===== src/rtl/cpc_romctrl_pkg.sv =====
// Shared types and constants for the CPC upper-ROM board controller.
package cpc_romctrl_pkg;

  // EEPROM write sequencer states.
  typedef enum logic [1:0] {
    IDLE  = 2'd0,
    STALL = 2'd1,
    WE    = 2'd2,
    HOLD  = 2'd3
  } wr_state_e;

  // A8 value that selects each I/O port: &DFxx = ROM select, &DExx = control.
  localparam logic SEL_PORT_A8 = 1'b1;
  localparam logic CTL_PORT_A8 = 1'b0;

  // 10 ms EEPROM write time at a 4 MHz bus clock, and the WE_B low width.
  localparam int TWC_CYCLES_DEF = 40000;
  localparam int WE_CYCLES_DEF  = 2;

  // A select byte addresses a populated local slot on this board's bank.
  function automatic logic slot_hit(input logic [7:0] sel, input logic bank,
                                    input logic [7:0] slot_en);
    return (sel[7:4] == 4'h0) && (sel[3] == bank) && slot_en[sel[2:0]];
  endfunction

endpackage


===== src/rtl/cpc_romctrl_if.sv =====
// Z80 / gate-array bus and ROM board outputs seen by the controller.
// All strobes are active-low; the controller samples every input on the
// rising CLK edge and has no valid/ready handshake of its own -- the CPU is
// held off by READY_PULL while an EEPROM write is in progress.
interface cpc_romctrl_if;
  import cpc_romctrl_pkg::*;

  logic       A15;
  logic       A14;
  logic       A13;
  logic       A8;
  logic [7:0] D;
  logic       IOREQ_B;
  logic       MREQ_B;
  logic       WR_B;
  logic       ROMEN_B;
  logic       BANK;
  logic [7:0] SLOT_EN;

  logic [3:0] ROMCS_B;
  logic       ROM_A14;
  logic       ROMDIS;
  logic       ROM_WE_B;
  logic       READY_PULL;
  logic       BUSY;
  wr_state_e  STATE_DBG;

  // CPC side: drives the bus and straps, observes the board outputs.
  modport master (
    output A15, A14, A13, A8, D, IOREQ_B, MREQ_B, WR_B, ROMEN_B, BANK, SLOT_EN,
    input  ROMCS_B, ROM_A14, ROMDIS, ROM_WE_B, READY_PULL, BUSY, STATE_DBG
  );

  // Controller side.
  modport slave (
    input  A15, A14, A13, A8, D, IOREQ_B, MREQ_B, WR_B, ROMEN_B, BANK, SLOT_EN,
    output ROMCS_B, ROM_A14, ROMDIS, ROM_WE_B, READY_PULL, BUSY, STATE_DBG
  );
endinterface


===== src/rtl/cpc_romctrl_eeprom_wr_seq.sv =====
// EEPROM byte-write sequencer: WE_B pulse, READY stretch and write-time hold-off.
module eeprom_wr_seq
  import cpc_romctrl_pkg::*;
#(
  parameter int TWC_CYCLES = TWC_CYCLES_DEF,
  parameter int WE_CYCLES  = WE_CYCLES_DEF
) (
  input  logic      clk,
  input  logic      rst_n,
  input  logic      mem_wr_pulse,
  input  logic      hit,
  output logic      rom_we_b,
  output logic      ready_pull,
  output logic      busy,
  output logic      wr_active,
  output wr_state_e state_dbg
);
  localparam int CNT_W = ($clog2(TWC_CYCLES) < 1) ? 1 : $clog2(TWC_CYCLES);
  // The same counter times the WE_B pulse and then the write hold-off.
  localparam logic [CNT_W-1:0] TWC_LOAD = CNT_W'(TWC_CYCLES - 1);
  localparam logic [CNT_W-1:0] WE_LOAD  = CNT_W'(WE_CYCLES - 1);

  wr_state_e        state_q, state_d;
  logic [CNT_W-1:0] cnt_q, cnt_d;
  logic             rom_we_b_q, rom_we_b_d;
  logic             ready_pull_q, ready_pull_d;
  logic             busy_q, busy_d;
  logic             cnt_zero;

  assign cnt_zero = (cnt_q == '0);

  // Next state and counter; outputs are decoded from the next state so they
  // leave flops glitch-free and reset asynchronously with the FSM.
  always_comb begin
    state_d = state_q;
    cnt_d   = cnt_q;
    unique case (state_q)
      IDLE: begin
        cnt_d = '0;
        if (mem_wr_pulse) begin
          state_d = WE;
          cnt_d   = WE_LOAD;
        end
      end
      WE: begin
        if (cnt_zero) begin
          state_d = HOLD;
          cnt_d   = TWC_LOAD;
        end else begin
          cnt_d = cnt_q - CNT_W'(1);
        end
      end
      HOLD: begin
        if (cnt_zero) begin
          // A request landing on the last hold cycle can start immediately.
          if (mem_wr_pulse && hit) begin
            state_d = WE;
            cnt_d   = WE_LOAD;
          end else begin
            state_d = IDLE;
          end
        end else begin
          cnt_d = cnt_q - CNT_W'(1);
          if (mem_wr_pulse) state_d = STALL;
        end
      end
      STALL: begin
        if (cnt_zero) begin
          // The stalled write only proceeds if the current select still hits.
          if (hit) begin
            state_d = WE;
            cnt_d   = WE_LOAD;
          end else begin
            state_d = IDLE;
          end
        end else begin
          cnt_d = cnt_q - CNT_W'(1);
        end
      end
      default: begin
        state_d = IDLE;
        cnt_d   = '0;
      end
    endcase

    rom_we_b_d   = (state_d != WE);
    ready_pull_d = (state_d == WE) || (state_d == STALL);
    busy_d       = (state_d == HOLD) || (state_d == STALL);
  end

  // State, counter and registered outputs.
  always_ff @(posedge clk or negedge rst_n) begin
    if (!rst_n) begin
      state_q      <= IDLE;
      cnt_q        <= '0;
      rom_we_b_q   <= 1'b1;
      ready_pull_q <= 1'b0;
      busy_q       <= 1'b0;
    end else begin
      state_q      <= state_d;
      cnt_q        <= cnt_d;
      rom_we_b_q   <= rom_we_b_d;
      ready_pull_q <= ready_pull_d;
      busy_q       <= busy_d;
    end
  end

  assign rom_we_b   = rom_we_b_q;
  assign ready_pull = ready_pull_q;
  assign busy       = busy_q;
  assign wr_active  = (state_q == WE);
  assign state_dbg  = state_q;

endmodule


===== src/rtl/cpc_romctrl.sv =====
// CPC eight-slot ROM board controller: I/O-port registers, slot decode and
// the EEPROM write sequencer.
module cpc_romctrl
  import cpc_romctrl_pkg::*;
#(
  parameter int TWC_CYCLES = TWC_CYCLES_DEF,
  parameter int WE_CYCLES  = WE_CYCLES_DEF
) (
  input logic          CLK,
  input logic          RESET_B,
  cpc_romctrl_if.slave bus
);
  logic [7:0] sel_q, sel_d;
  logic [7:0] wr_sel_q, wr_sel_d;
  logic       wen_q, wen_d;
  logic       romdis_q, romdis_d;
  logic       io_wr_q, mem_wr_q;
  logic       io_wr, io_wr_pulse;
  logic       mem_wr, mem_wr_pulse;
  logic       hit, cs_hit;
  logic [7:0] cs_sel;
  logic [3:0] romcs_b;
  logic       wr_active;
  logic       rom_we_b, ready_pull, busy;
  wr_state_e  state_dbg;

  // Bus decode, register writes and chip-select generation.
  always_comb begin
    io_wr       = !bus.IOREQ_B && !bus.WR_B && !bus.A13;
    io_wr_pulse = io_wr && !io_wr_q;

    sel_d = sel_q;
    wen_d = wen_q;
    if (io_wr_pulse) begin
      if (bus.A8 == SEL_PORT_A8) sel_d = bus.D;
      else                       wen_d = bus.D[0];
    end

    hit      = slot_hit(sel_q, bus.BANK, bus.SLOT_EN);
    romdis_d = hit;

    mem_wr = !bus.MREQ_B && !bus.WR_B && bus.A15 && bus.A14 && hit && wen_q;
    // An I/O write in the same cycle wins; the memory write is dropped.
    mem_wr_pulse = mem_wr && !mem_wr_q && !io_wr;

    // Freeze the target slot while WE is low so a select change cannot
    // redirect a write already in flight.
    wr_sel_d = wr_active ? wr_sel_q : sel_q;
    cs_sel   = wr_active ? wr_sel_q : sel_q;
    cs_hit   = wr_active ? slot_hit(wr_sel_q, bus.BANK, bus.SLOT_EN) : hit;

    romcs_b = 4'hF;
    if (cs_hit && bus.A14 && (!bus.ROMEN_B || wr_active)) romcs_b[cs_sel[2:1]] = 1'b0;
  end

  // Port registers and edge-detect history.
  always_ff @(posedge CLK or negedge RESET_B) begin
    if (!RESET_B) begin
      sel_q    <= '0;
      wr_sel_q <= '0;
      wen_q    <= 1'b0;
      romdis_q <= 1'b0;
      io_wr_q  <= 1'b0;
      mem_wr_q <= 1'b0;
    end else begin
      sel_q    <= sel_d;
      wr_sel_q <= wr_sel_d;
      wen_q    <= wen_d;
      romdis_q <= romdis_d;
      io_wr_q  <= io_wr;
      mem_wr_q <= mem_wr;
    end
  end

  eeprom_wr_seq #(
    .TWC_CYCLES(TWC_CYCLES),
    .WE_CYCLES (WE_CYCLES)
  ) u_wr_seq (
    .clk         (CLK),
    .rst_n       (RESET_B),
    .mem_wr_pulse(mem_wr_pulse),
    .hit         (hit),
    .rom_we_b    (rom_we_b),
    .ready_pull  (ready_pull),
    .busy        (busy),
    .wr_active   (wr_active),
    .state_dbg   (state_dbg)
  );

  assign bus.ROMCS_B    = romcs_b;
  assign bus.ROM_A14    = cs_sel[0];
  assign bus.ROMDIS     = romdis_q;
  assign bus.ROM_WE_B   = rom_we_b;
  assign bus.READY_PULL = ready_pull;
  assign bus.BUSY       = busy;
  assign bus.STATE_DBG  = state_dbg;

endmodule


===== src/flat_wrapper.sv =====
// flat-port wrapper written by rule: the top's interface ports become plain ports
module cpc_romctrl_flat import cpc_romctrl_pkg::*;
#(
  parameter int TWC_CYCLES = TWC_CYCLES_DEF,
  parameter int WE_CYCLES  = WE_CYCLES_DEF
)
  (CLK, RESET_B, bus_A15, bus_A14, bus_A13, bus_A8, bus_D, bus_IOREQ_B, bus_MREQ_B, bus_WR_B, bus_ROMEN_B, bus_BANK, bus_SLOT_EN, bus_ROMCS_B, bus_ROM_A14, bus_ROMDIS, bus_ROM_WE_B, bus_READY_PULL, bus_BUSY, bus_STATE_DBG);
  cpc_romctrl_if bus_i ();
  input logic CLK;
  input logic RESET_B;
  input wire logic [$bits(bus_i.A15)-1:0] bus_A15;
  input wire logic [$bits(bus_i.A14)-1:0] bus_A14;
  input wire logic [$bits(bus_i.A13)-1:0] bus_A13;
  input wire logic [$bits(bus_i.A8)-1:0] bus_A8;
  input wire logic [$bits(bus_i.D)-1:0] bus_D;
  input wire logic [$bits(bus_i.IOREQ_B)-1:0] bus_IOREQ_B;
  input wire logic [$bits(bus_i.MREQ_B)-1:0] bus_MREQ_B;
  input wire logic [$bits(bus_i.WR_B)-1:0] bus_WR_B;
  input wire logic [$bits(bus_i.ROMEN_B)-1:0] bus_ROMEN_B;
  input wire logic [$bits(bus_i.BANK)-1:0] bus_BANK;
  input wire logic [$bits(bus_i.SLOT_EN)-1:0] bus_SLOT_EN;
  output wire logic [$bits(bus_i.ROMCS_B)-1:0] bus_ROMCS_B;
  output wire logic [$bits(bus_i.ROM_A14)-1:0] bus_ROM_A14;
  output wire logic [$bits(bus_i.ROMDIS)-1:0] bus_ROMDIS;
  output wire logic [$bits(bus_i.ROM_WE_B)-1:0] bus_ROM_WE_B;
  output wire logic [$bits(bus_i.READY_PULL)-1:0] bus_READY_PULL;
  output wire logic [$bits(bus_i.BUSY)-1:0] bus_BUSY;
  output wire logic [$bits(bus_i.STATE_DBG)-1:0] bus_STATE_DBG;
  assign bus_i.A15 = bus_A15;
  assign bus_i.A14 = bus_A14;
  assign bus_i.A13 = bus_A13;
  assign bus_i.A8 = bus_A8;
  assign bus_i.D = bus_D;
  assign bus_i.IOREQ_B = bus_IOREQ_B;
  assign bus_i.MREQ_B = bus_MREQ_B;
  assign bus_i.WR_B = bus_WR_B;
  assign bus_i.ROMEN_B = bus_ROMEN_B;
  assign bus_i.BANK = bus_BANK;
  assign bus_i.SLOT_EN = bus_SLOT_EN;
  assign bus_ROMCS_B = bus_i.ROMCS_B;
  assign bus_ROM_A14 = bus_i.ROM_A14;
  assign bus_ROMDIS = bus_i.ROMDIS;
  assign bus_ROM_WE_B = bus_i.ROM_WE_B;
  assign bus_READY_PULL = bus_i.READY_PULL;
  assign bus_BUSY = bus_i.BUSY;
  assign bus_STATE_DBG = bus_i.STATE_DBG;
  cpc_romctrl #(.TWC_CYCLES(TWC_CYCLES), .WE_CYCLES(WE_CYCLES)) u_core (.CLK(CLK), .RESET_B(RESET_B), .bus(bus_i));
endmodule

===== config.mk =====
export PLATFORM = sky130hd
export DESIGN_NAME = cpc_romctrl_flat
export DESIGN_NICKNAME = d
export VERILOG_FILES = /design/src/rtl/cpc_romctrl_pkg.sv /design/src/rtl/cpc_romctrl_if.sv /design/src/rtl/cpc_romctrl_eeprom_wr_seq.sv /design/src/rtl/cpc_romctrl.sv /design/src/flat_wrapper.sv
export SDC_FILE = /design/constraint.sdc
export NUM_CORES = 1
export LEC_CHECK = 0
export BUFFER_PORTS_ARGS = -buffer_cell sky130_fd_sc_hd__buf_2
export CELL_PAD_IN_SITES_DETAIL_PLACEMENT = 0
export CELL_PAD_IN_SITES_GLOBAL_PLACEMENT = 2
export CORE_MARGIN = 8
export CORE_UTILIZATION = 40
export CTS_BUF_LIST = sky130_fd_sc_hd__clkbuf_4
export DETAILED_ROUTE_END_ITERATION = 10
export GPL_ROUTABILITY_DRIVEN = 0
export PLACE_DENSITY = 0.86
export SLEW_MARGIN = 30
export SYNTH_ARGS = -nofsm -noshare
export SYNTH_HDL_FRONTEND = slang
export SYNTH_SLANG_ARGS = --single-unit
export TNS_END_PERCENT = 5

===== constraint.sdc =====
create_clock -name CLK -period 2.9 [get_ports CLK]
set_input_delay 0.58 -clock CLK [delete_from_list [all_inputs] [get_ports CLK]]
set_output_delay 0.58 -clock CLK [all_outputs]
set_load 0.02 [all_outputs]

* Word level (Yosys, flattened, before mapping)
Cells that the tools add are included.
** Word-level totals
- Register bits :: 41
- Output and inout port bits :: 11
- Word-level logic and storage cells :: 90
** Cells by class
- $add $sub $neg :: 1
- Magnitude comparators :: 4
- Equality and inequality tests :: 11
- Mux-type cells :: 24
- Bitwise gates (word level) :: 2
- Reductions and logical operators :: 36
** Operators with widths (count)
- two-way mux 16 bit :: 5
- case mux 16 bit (4 select lines) :: 1
- logical AND 1 bit :: 18
- zero test 16 bit :: 1
- subtractor 16 x 1 -> 16 bit, second input constant :: 1
- two-way mux 2 bit :: 7
- == test 2 bit, second input constant :: 4
- zero test 1 bit :: 8
- zero test 4 bit :: 2
- less-than comparator 3 x 4 -> 1 bit, second input constant :: 2
- case mux 2 bit (4 select lines) :: 1
- binary-select mux 1 bit (select 3 bit) :: 2
- AND reduction 2 bit :: 3
- two-way mux 1 bit :: 5
- == test 2 x 1 -> 1 bit, second input constant :: 2
- two-way mux 4 bit :: 1
- inverter 4 bit :: 1
- logical OR 1 bit :: 3
- less-than comparator 2 x 3 -> 1 bit, second input constant :: 1
- two-way mux 3 bit :: 1
- != test 3 x 2 -> 1 bit, second input constant :: 1
- != test 3 bit, second input constant :: 1
- demux 1 bit (select 2 bit) :: 1
- == test 1 bit :: 2
- other kinds (4) :: 4

* Depth between registers and ports, before layout
- Depth in word-level cells :: 14
- Depth in mapped cells :: 9
- Gate-level depth less buffers :: 9

* By module
A second synthesis with hierarchy kept.
** Unflattened totals
- Cell total of the unflattened synthesis :: 193
- Area total of the unflattened synthesis :: 2169.6 µm²
** Modules (own cells, without submodules)
- eeprom_wr_seq :: times used 1, cells each 109, area an instance 1096.1 µm², seq. area each 501.7 µm²
- cpc_romctrl :: times used 1, cells each 84, area an instance 1073.5 µm², seq. area each 500.5 µm²

* Worst setup path before layout
Ideal clock, no wire load.
- Path type :: register -> output
- From :: register u_core.u_wr_seq.state_q[1], in the netlist u_core.u_wr_seq.state_dbg[1]
- To :: output port bus_ROMCS_B[1]
- Arrival time :: 1.667 ns
- Required time :: 2.320 ns
- Path slack :: 0.653 ns
- Cell stages (with the launch flop) :: 6
- Path buffers :: 2
- Cell sequence :: dfrtp_1 > buf_2 > nor2b_1 > buf_2 > mux2_2 > nand3b_1
** On the way
- Longest elaborated chain between the ends :: 8
** Ends and longest elaborated chain
- start: declaration :: line cpc_romctrl_eeprom_wr_seq.sv:23 : wr_state_e state_q, state_d;
- start signal: assignment :: line cpc_romctrl_eeprom_wr_seq.sv:100 : state_q <= state_d;
- == test 2 bit (*) :: line cpc_romctrl_eeprom_wr_seq.sv:111 : assign wr_active = (state_q == WE);
- two-way mux 3 bit (*)
- named net u_core.cs_sel[2] :: line cpc_romctrl.sv:21 : logic [7:0] cs_sel;
- less-than comparator 2 x 3 -> 1 bit (not written as such) or >= comparator 2 x 1 -> 1 bit (tied branches) :: line cpc_romctrl.sv:53 : if (cs_hit && bus.A14 && (!bus.ROMEN_B || wr_active)) romcs_b[cs_sel[2:1]] = 1'b0;
- logical AND 1 bit (not written as such) :: line cpc_romctrl.sv:53
- two-way mux 1 bit (not written as such) :: line cpc_romctrl.sv:53
- demux 1 bit (select 2 bit) (*)
- inverter 4 bit (no source line) (*)
- two-way mux 4 bit (*) :: line cpc_romctrl.sv:53
- end: declaration :: line flat_wrapper.sv:22 : output wire logic [$bits(bus_i.ROMCS_B)-1:0] bus_ROMCS_B;
The timed path passes the listed nets; every way through them passes the cells marked *.

* Final worst setup path
- From :: register u_core.sel_q[5]
- To :: output port bus_ROMCS_B[1]
** On the way
- Longest elaborated chain between the ends :: 7
** Ends and longest elaborated chain
- start: declaration :: line cpc_romctrl.sv:13 : logic [7:0] sel_q, sel_d;
- start signal: assignment :: line cpc_romctrl.sv:66 : sel_q <= sel_d;
- zero test 4 bit :: line cpc_romctrl_pkg.sv:23 : return (sel[7:4] == 4'h0) && (sel[3] == bank) && slot_en[sel[2:0]];
- logical AND 1 bit (2 in series) :: line cpc_romctrl_pkg.sv:23
- two-way mux 1 bit :: line cpc_romctrl.sv:50 : cs_hit = wr_active ? slot_hit(wr_sel_q, bus.BANK, bus.SLOT_EN) : hit;
- logical AND 1 bit (2 in series) :: line cpc_romctrl.sv:53
- two-way mux 4 bit :: line cpc_romctrl.sv:53
No other way between the ends.

==> impl_results.md <==
* Number of global-route vias before repair at 1,600
* Syn_area_per_cell at 11.3 um2
* Final Hold Viols at 0
* Worst-case clock buffer depth at 2
* Max-slew headroom at 0.634
* Critical Path Start Type: flip-flop
* CTS sink count at 40
* Core outline area at just over 5000 um2
* Bufs and invs on worst path at 1
* Routed vias at approximately 1,600
* Initial core utilization at 0.415
* Max Cap Violations at 0
* Critical Path, Cell by Cell: nor4_1 > o311ai_1 > or3_4 > o22ai_2 > nand3b_1 > buf_2
* Compound-Gate Fraction of Synth Area at 0.105
* Unique masters post-synth at 48
* Switching power at 0.779 mW
* Diode count at 0
* Outcome: finished, final reports clean
* Vias/cell at roughly 5.2
* Root buf cell: clkbuf_4
* Adder-cell share of the synthesized area at 0.0177
* Largest net degree at the start of global routing at 41
* Post-CTS Hold Fix Bufs at 0
* Drt wl/cell at 14.7 um
* Seq/Total Area, Yosys at 0.473
* Clk network pwr share at 0.166
* P&R area growth vs syn at 16.3%
* 1st-iter DRT viols at 67
* Internal at between 1 and 1.5 mW
* Area of the mapped netlist at 2120 um2
* First-pass DRT Iterations at 4
* Dpl hpwl at between 3 and 4 mm
* Clk_lat worst skew at roughly 340 ps
* Worst setup path class: reg -> out
* Clock Pin Slew Worst Setup and Hold Paths at roughly 120 ps
* CTS H-tree depth at 2
* Detailed Route WL at about 4.4 mm
* Ports at 38
* Main combinational cell family by area after synthesis: simple AND/OR/NAND/NOR gates
* # resized after CTS at 0
* Setup crit end kind: output pin
* Layout cell share with drive strength beyond 1 at 0.352
* Synth Area in Simple Gates at 0.191
* Worst Skew at around 11 ps
* Post-synth EDFFs at 0
* Flops & latches, synth at 40
* IO buf count at 37
* Die width at 88.8 um
* Setup bufs post-CTS at 0
* Critical path arrival at 2100 ps
* Synth Area in XOR/XNOR at 0.0331
* Pins Over Slew Limit at 0
* Detailed-route DRC error count at 0
* RSZ-0062 raised after global routing: false
* CTS tree: done
* CTS buffer count at 5
* Initial antenna violation count at 0
* Slew @ Worst Pin at around 540 ps
* Hold Crit Class: in -> async
* Final setup fails at 0
* Die area at approximately 7900 um2
* Tcrit/Tclk final at 0.924
* Die height at between 80 and 90 um
* Seq pwr share at 0.461
* Mapped Cells at 187
* Antenna viol nets, final at 0
* Commonest non-fill, non-tap cell in the layout: dfrtp_1
* Setup total negative slack at 0 ps
* First-pass GRT wire length at roughly 7.5 mm
* Minimum clock period at 2680 ps
* Cell Pwr Density at ~870 nW/um2
* Combinational share of power at 0.373
* Top layer in use: met4
* Global route overflow at 0
* Max FO, Critical Path at 5
* Nets at 259
* Slowest stage delay, CP at 410 ps
* P_leak at 1.10 nW
* Syn nets at about 220
* Mux cell area share after synthesis at 0.153
* Worst Path Required at 2320 ps
* Switching share of total power at 0.363
* Crit path max-delay cell type: dfrtp_1
* Met1 WL at 1.99 mm
* Max VDD drop at between 0.4 and 0.5 mV
* FILL cells at 484
* FP Rows at 26
* Met2 WL at 2.10 mm
* YS warnings at 0
* Crit path max-delay family: simple AND/OR/NAND/NOR gates
* Fmax at between 0.3 and 0.4 GHz
* Met3 WL at 267 um
* Share of flip-flops with an asynchronous set or reset at 1.00
* Dominant synthesized flop cell: dfrtp_1
* Commonest cells after routing, fill and taps aside: 39 x dfrtp_1, 36 x buf_2, 20 x mux2_2
* Placed cell count at ~300
* Pwr Total at 2.14 mW
* Total track usage at 0.123
* Non-filler cells, final at 300
==> state kept, by name, summed over array words and instances (netlist names) <==
register and count:
u_core.u_wr_seq.cnt_q 16, u_core.u_wr_seq.rom_we_b 1, u_core.mem_wr_q 1, u_core.u_wr_seq.ready_pull 1, u_core.u_wr_seq.state_dbg 1, u_core.u_wr_seq.busy 1, u_core.io_wr_q 1, u_core.sel_q 8
u_core.wen_q 1, u_core.wr_sel_q 8, u_core.bus.ROMDIS 1
==> cell type report <==
| type | count | area, um2 | share of cell area |
|---|---|---|---|
| Sequential cell | 40 | 1000 | 0.407 |
| Multi-Input combinational cell | 134 | 1060 | 0.430 |
| Timing Repair Buffer | 40 | 210 | 0.0853 |
| Clock buffer | 5 | 37.5 | 0.0152 |
| Tap cell | 70 | 87.6 | 0.0355 |
| Inverter | 8 | 30.0 | 0.0122 |
| Clock inverter | 3 | 37.5 | 0.0152 |
==> synth_stat cells, drive strengths merged (2+ instances only) <==
master | count | share of area
a21oi | 12 | 0.028
inv | 8 | 0.014
nor3 | 5 | 0.012
o22ai | 2 | 0.0089
a21o | 2 | 0.0071
nand2b | 2 | 0.0059
mux2i | 3 | 0.020
o31ai | 2 | 0.0071
buf | 5 | 0.013
mux2 | 21 | 0.11
nand3 | 7 | 0.017
a31oi | 3 | 0.0089
nor4 | 5 | 0.029
xnor2 | 5 | 0.021
dfrtp | 39 | 0.46
or3 | 3 | 0.011
nor2b | 2 | 0.0059
ha | 3 | 0.018
nor4b | 3 | 0.015
nor2 | 14 | 0.025
nand4 | 2 | 0.0059
mux4 | 2 | 0.021
o21ai | 6 | 0.014
xor2 | 3 | 0.012
nand4b | 2 | 0.015
nand3b | 4 | 0.014
nand2 | 9 | 0.016
==> power groups by stage <==
stage	combinational [mW]	sequential (mW)	clock, mW
floorplan	0.621	0.978	0
global placement	0.791	0.999	0
detailed placement	0.807	0.999	0
CTS	0.809	0.989	0.369
global route	0.892	1.03	0.391
finish	0.799	0.990	0.356
==> through the flow <==
stage          instance area [um2]  worst slack (ps)  utilization  hold slack (ps)
6_report                      2460               221        0.483              178
5_1_grt                       2460              1.72        0.483              200
4_1_cts                       2460               154        0.482              368
3_5_place_dp                  2390               470        0.467              462
3_3_place_gp                  2390               482        0.467              451
2_1_floorplan                 2120               653            -              284
==> metal layers <==
metal,global-route usage,vias to the layer above
li1,-,768
met1,0.154,759
met2,0.189,33
met3,0.0446,7
met4,0.0415,0
met5,0,-
==> logic make-up after synthesis <==
logic type	count (synthesis)
flops	40
compound gates	34
simple gates	63
buf+inv	13
xor+xnor	8
fa+ha+maj	3
mux	26
==> worst paths after layout <==
| path | endpoint | slack, ps | from | cells after the start |
|---|---|---|---|---|
| worst max-delay path | bus_ROMCS_B[1] | 220 | u_core.sel_q[5] | 6 |
| worst min-delay path | u_core.u_wr_seq.cnt_q[7] | 180 | RESET_B | 1 |
| worst max register to register | u_core.u_wr_seq.cnt_q[13] | 770 | u_core.u_wr_seq.cnt_q[0] | 7 |
| worst min register to register | u_core.u_wr_seq.cnt_q[14] | 470 | u_core.u_wr_seq.cnt_q[14] | 1 |
| max in group asynchronous | u_core.u_wr_seq.rom_we_b | 2360 | RESET_B | 1 |
| min in group CLK | u_core.io_wr_q | 410 | bus_WR_B | 2 |
No activity file was read; power rests on OpenSTA's default activity.
